### config.mk
export PLATFORM = sky130hd
export DESIGN_NAME = register_file
export DESIGN_NICKNAME = d
export VERILOG_FILES = /design/src/rtl/register_file.sv
export SDC_FILE = /design/constraint.sdc
export NUM_CORES = 1
export LEC_CHECK = 0
export BUFFER_PORTS_ARGS = -buffer_cell sky130_fd_sc_hd__buf_2
export CORE_MARGIN = 2
export CORE_UTILIZATION = 26
export CTS_CLUSTER_SIZE = 30
export DETAILED_ROUTE_END_ITERATION = 7
export MAX_ROUTING_LAYER = met4
export PLACE_DENSITY = 0.42
export SYNTH_ARGS = -nofsm -noshare
export SYNTH_HDL_FRONTEND = slang
export SYNTH_SLANG_ARGS = --single-unit
### constraint.sdc
create_clock -name i_w_clk -period 3.9 [get_ports i_w_clk]
set_input_delay 0.195 -clock i_w_clk [delete_from_list [all_inputs] [get_ports i_w_clk]]
set_output_delay 0.195 -clock i_w_clk [all_outputs]
set_load 0.02 [all_outputs]
### src/rtl/register_file.sv
// ============================================================================
//  Module   : register_file
//  Purpose  : Multi-entry register bank, one write port, two registered read
//             ports with valid strobes, output gating and optional forwarding.
//  Revision : 1.0
// ============================================================================
`default_nettype none

module register_file #(
    parameter int p_data_width = 8,
    parameter int p_addr_width = 3,
    parameter int p_depth      = 8,
    parameter int p_bypass     = 1,
    parameter int p_zero_reg   = 0
) (
    input  logic                    i_w_clk,
    input  logic                    i_w_reset,
    input  logic                    i_w_we,
    input  logic [p_addr_width-1:0] i_w_waddr,
    input  logic [p_data_width-1:0] i_w_wdata,
    input  logic                    i_w_re_a,
    input  logic [p_addr_width-1:0] i_w_raddr_a,
    input  logic                    i_w_oe_a,
    output logic [p_data_width-1:0] o_w_rdata_a,
    output logic                    o_w_rvalid_a,
    input  logic                    i_w_re_b,
    input  logic [p_addr_width-1:0] i_w_raddr_b,
    input  logic                    i_w_oe_b,
    output logic [p_data_width-1:0] o_w_rdata_b,
    output logic                    o_w_rvalid_b
);

    localparam int          c_ports = 2;
    localparam logic [31:0] c_depth = 32'(p_depth);

    generate
        if ((p_depth < 1) || (p_depth > (1 << p_addr_width))) begin : g_depth_check
            $error("register_file: p_depth must be in 1..2**p_addr_width");
        end
    endgenerate

    logic [p_data_width-1:0] mem_q    [p_depth];
    logic [p_data_width-1:0] mem_d    [p_depth];
    logic [p_data_width-1:0] rdata_q  [c_ports];
    logic [p_data_width-1:0] rdata_d  [c_ports];
    logic                    rvalid_q [c_ports];
    logic                    rvalid_d [c_ports];

    logic [p_addr_width-1:0] w_raddr  [c_ports];
    logic                    w_re     [c_ports];
    logic [p_data_width-1:0] w_entry  [c_ports];
    logic                    w_wr_accept;

    // Widen addresses before comparing so a full-size bank does not produce
    // a constant-true range test.
    function automatic logic [31:0] addr_ext(input logic [p_addr_width-1:0] a);
        return 32'(a);
    endfunction

    always_comb begin
        w_raddr[0] = i_w_raddr_a;
        w_raddr[1] = i_w_raddr_b;
        w_re[0]    = i_w_re_a;
        w_re[1]    = i_w_re_b;
    end

    // Dropped writes (out of range, or hardwired entry 0) never update state
    // and never forward.
    always_comb begin
        w_wr_accept = i_w_we
                    && (addr_ext(i_w_waddr) < c_depth)
                    && !((p_zero_reg != 0) && (i_w_waddr == '0));
    end

    always_comb begin
        mem_d = mem_q;
        for (int i = 0; i < p_depth; i++) begin
            if (w_wr_accept && (addr_ext(i_w_waddr) == 32'(i))) begin
                mem_d[i] = i_w_wdata;
            end
        end
    end

    always_comb begin
        for (int p = 0; p < c_ports; p++) begin
            w_entry[p] = '0;
            for (int i = 0; i < p_depth; i++) begin
                if (addr_ext(w_raddr[p]) == 32'(i)) begin
                    w_entry[p] = mem_q[i];
                end
            end
            if ((p_zero_reg != 0) && (w_raddr[p] == '0)) begin
                w_entry[p] = '0;
            end
            if ((p_bypass != 0) && w_wr_accept && (w_raddr[p] == i_w_waddr)) begin
                w_entry[p] = i_w_wdata;
            end
            rdata_d[p]  = w_re[p] ? w_entry[p] : rdata_q[p];
            rvalid_d[p] = w_re[p];
        end
    end

    always_ff @(posedge i_w_clk) begin
        if (i_w_reset) begin
            for (int i = 0; i < p_depth; i++) begin
                mem_q[i] <= '0;
            end
            for (int p = 0; p < c_ports; p++) begin
                rdata_q[p]  <= '0;
                rvalid_q[p] <= 1'b0;
            end
        end else begin
            mem_q <= mem_d;
            for (int p = 0; p < c_ports; p++) begin
                rdata_q[p]  <= rdata_d[p];
                rvalid_q[p] <= rvalid_d[p];
            end
        end
    end

    assign o_w_rdata_a  = i_w_oe_a ? rdata_q[0] : '0;
    assign o_w_rdata_b  = i_w_oe_b ? rdata_q[1] : '0;
    assign o_w_rvalid_a = rvalid_q[0];
    assign o_w_rvalid_b = rvalid_q[1];

endmodule

`default_nettype wire

==> results.py <==
metrics = {
    "status": {
        "status": "finished, final reports clean",
    },
    "yosys": {
        "syn_inst": 554,
        "ys_seq_elements": 82,
        "yosysSeqAreaShare_pct": 38.0,
        "syn_avg_cell_area_sq_um": 7.80,
        "synthArstFlopShare_pct": 0,
        "yosysMostFrequentCell": "nand2_1",
        "ys_types": 31,
        "synth_edf_count": 0,
        "synth_top_area_cell": "dfxtp_1",
        "synthesis.area_sq_mm": 0.00432,
        "syn_nets": 578,
        "synth_ff_type": "dfxtp_1",
        "ys_top_cells_by_area": "dfxtp_1 (38%), nand2_1 (13%), mux2i_1 (11%), a21oi_1 (9.1%), a311o_1 (3.5%)",
        "yosys.area.top_type_share_pct": 38.0,
        "yosysWarnings": 0,
        "synth.top_cells.by_count": "nand2_1 (148), dfxtp_1 (82), a21oi_1 (79), mux2i_1 (47), nor2_1 (26)",
    },
    "global_route": {
        "grt_pass1_vias": 3809,
        "antenna_found_initial": 0,
        "grt_pass1_wl_um": 22400,
        "grt_usage_pct": 17.5,
        "grt_start_max_net_pins": 32,
        "grt-ovfl-total": 0,
    },
    "timing": {
        "rsz0062_at_grt": "false",
        "hold_violations": 0,
        "setup_viol": 0,
        "fmax_ghz": 0.610,
        "min_period_over_period_pct": 42.0,
        "slew_headroom_pct": 45.2,
        "report.final.slew_viol_count": 0,
        "fin_setup_tns_ns": 0,
        "tightest_slew_ns": 0.819,
        "finalCriticalPeriod_ns": 1.64,
        "finClkSkew_ns": 0.00476,
    },
    "route": {
        "vias_per_cell": 5.04,
        "drt-initial-drc-count": 337,
        "first_pass_iters": 5,
        "drt-wirelength-per-cell_um": 18.5,
        "postRouteAntennaNets": 0,
        "drc": 0,
        "routed_wl_um": 14600,
        "via_count": 3976,
    },
    "worst_setup_path": {
        "path_delay_family": "simple AND/OR/NAND/NOR gates",
        "cp.required_ns": 4.12,
        "critical_path_class": "input port to flip-flop",
        "cp-start-kind": "input port",
        "critPathSlowestCell": "and4_1",
        "cp_cell_sequence": "buf_2 -> xnor2_1 -> and4_1 -> a311o_1 -> a21oi_1",
        "end_kind": "flip-flop",
        "r2r_setup_slack_ns": 2.69,
        "critPathMaxFanout": 27,
        "max_stage_delay_ns": 0.59,
        "cp.buffers_inverters": 1,
        "arrival_ns": 1.86,
    },
    "placed_design": {
        "numPortBuffers": 41,
        "dp_hpwl_um": 10700,
        "gp_congestion": 0.872,
    },
    "clocking": {
        "cts_max_level": 3,
        "cts_hold_buf": 0,
        "clock_latency_ns": 0.34,
        "clk_pin_slew_ns": 0.06,
        "clk_path_buf_depth": 2,
        "cts_tree": "built",
        "cts_setup_buffers": 0,
        "postCtsResizedCells": 0,
        "cts-buffers-inserted": 9,
        "clockRootBuffer": "clkbuf_16",
        "clkSinkCount": 82,
    },
    "floorplan": {
        "start_util_pct": 26.3,
        "rows": 47,
        "ios": 42,
        "dieArea_sq_mm": 0.0177,
        "fp.coreArea_sq_mm": 0.0164,
        "die_w_um": 133,
        "die_h_um": 133,
    },
    "min_path": {
        "min-delay-path-class": "input port to flip-flop",
    },
    "layout": {
        "area_growth_pct": 12.6,
        "final_util_pct": 29.7,
        "final_net_count": 588,
        "drive_above_1_share_pct": 10.4,
        "fillCellCount": 1736,
        "n_antenna_cell": 0,
    },
    "power_and_ir_drop": {
        "power_uw": 1910,
        "power_density_mw_per_mm2": 392,
        "irDropWorstVdd_mv": 0.182,
        "p_leak_uw": 0.00177,
    },
    "job": {
        "maxCapViolCount": 0,
    },
}
registers in the layout (all words and copies together) (netlist names):
name      cells
mem_q        64
rdata_q      16
rvalid_q      2
logic make-up (layout without fill, tap and decap cells):
kind of cell	Yosys count	count (layout)	share of synthesized area [%]
simple gates	212	212	20.8
buf+inv	63	78	6.69
mux	48	48	11.4
xor+xnor	6	6	1.22
flops	82	82	38.0
compound gates	143	143	21.9
placed cells by master (no fill, tap or decap), types with 3 or more instances in the layout:
cell type	n
nand2_1	148
dfxtp_1	82
a21oi_1	79
mux2i_1	47
buf_2	41
nor2_1	26
inv_1	18
and2_1	16
a22oi_1	15
o221ai_1	15
a221oi_1	15
a311o_1	15
clkbuf_16	9
xnor2_1	6
nor2b_1	5
nand2b_1	5
nand3_1	4
clkinv_2	3
clkbuf_1	3
layout make-up:
type / instances / area [sq um] / share of cell area (%)
Timing Repair Buffer: 43 / 220 / 4.53
Tap cell: 220 / 275 / 5.66
Sequential cell: 82 / 1640 / 33.7
Inverter: 19 / 71.3 / 1.47
Clock buffer: 13 / 250 / 5.14
Multi-Input combinational cell: 409 / 2390 / 49.2
Clock inverter: 3 / 15.0 / 0.309
through the flow:
stage                     instance area [sq um]  hold WS (ns)  std cells  setup slack, ns
after floorplan                            4320         0.436        554             2.52
after global placement                     4600         0.446        773             1.99
after detailed placement                   4600         0.449        773             1.94
after CTS                                  4870         0.222        789             2.30
after global routing                       4870         0.238        789             2.15
final                                      4870         0.236        789             2.26
tightest hold or removal path: cells and delay by family:
family	cells	cell delay [ns]
buffers and inverters	1	0.19
AO/OA/AOI/OAI	1	0.05
AND/OR/NAND/NOR	1	0.09
worst paths after layout:
| kind | start | cells past startpoint | to |
|---|---|---|---|
| max | i_w_raddr_a[1] | 5 | rdata_q[0][1] |
| min | i_w_wdata[3] | 3 | mem_q[27] |
| max reg2reg | mem_q[41] | 4 | rdata_q[0][1] |
| min reg2reg | mem_q[16] | 2 | mem_q[16] |
power breakdown:
group / switching (uW) / internal (uW) / leakage, uW / total [uW]
clock network: 328 / 446 / 0.000133 / 773
logic: 167 / 84.1 / 0.000972 / 251
registers: 20.3 / 863 / 0.000665 / 883
per-layer routing:
| metal | global-route usage, % | share of wire [%] | vias to the layer above | wire length (um) |
|---|---|---|---|---|
| li1 | - | - | 1961 | - |
| met1 | 23.2 | 49 | 1856 | 7100 |
| met2 | 25.0 | 42 | 122 | 6160 |
| met3 | 2.64 | 4.3 | 37 | 625 |
| met4 | 10.3 | 5.0 | 0 | 728 |
| met5 | - | 0 | - | 0 |
Power figures use the tool's default switching activity.
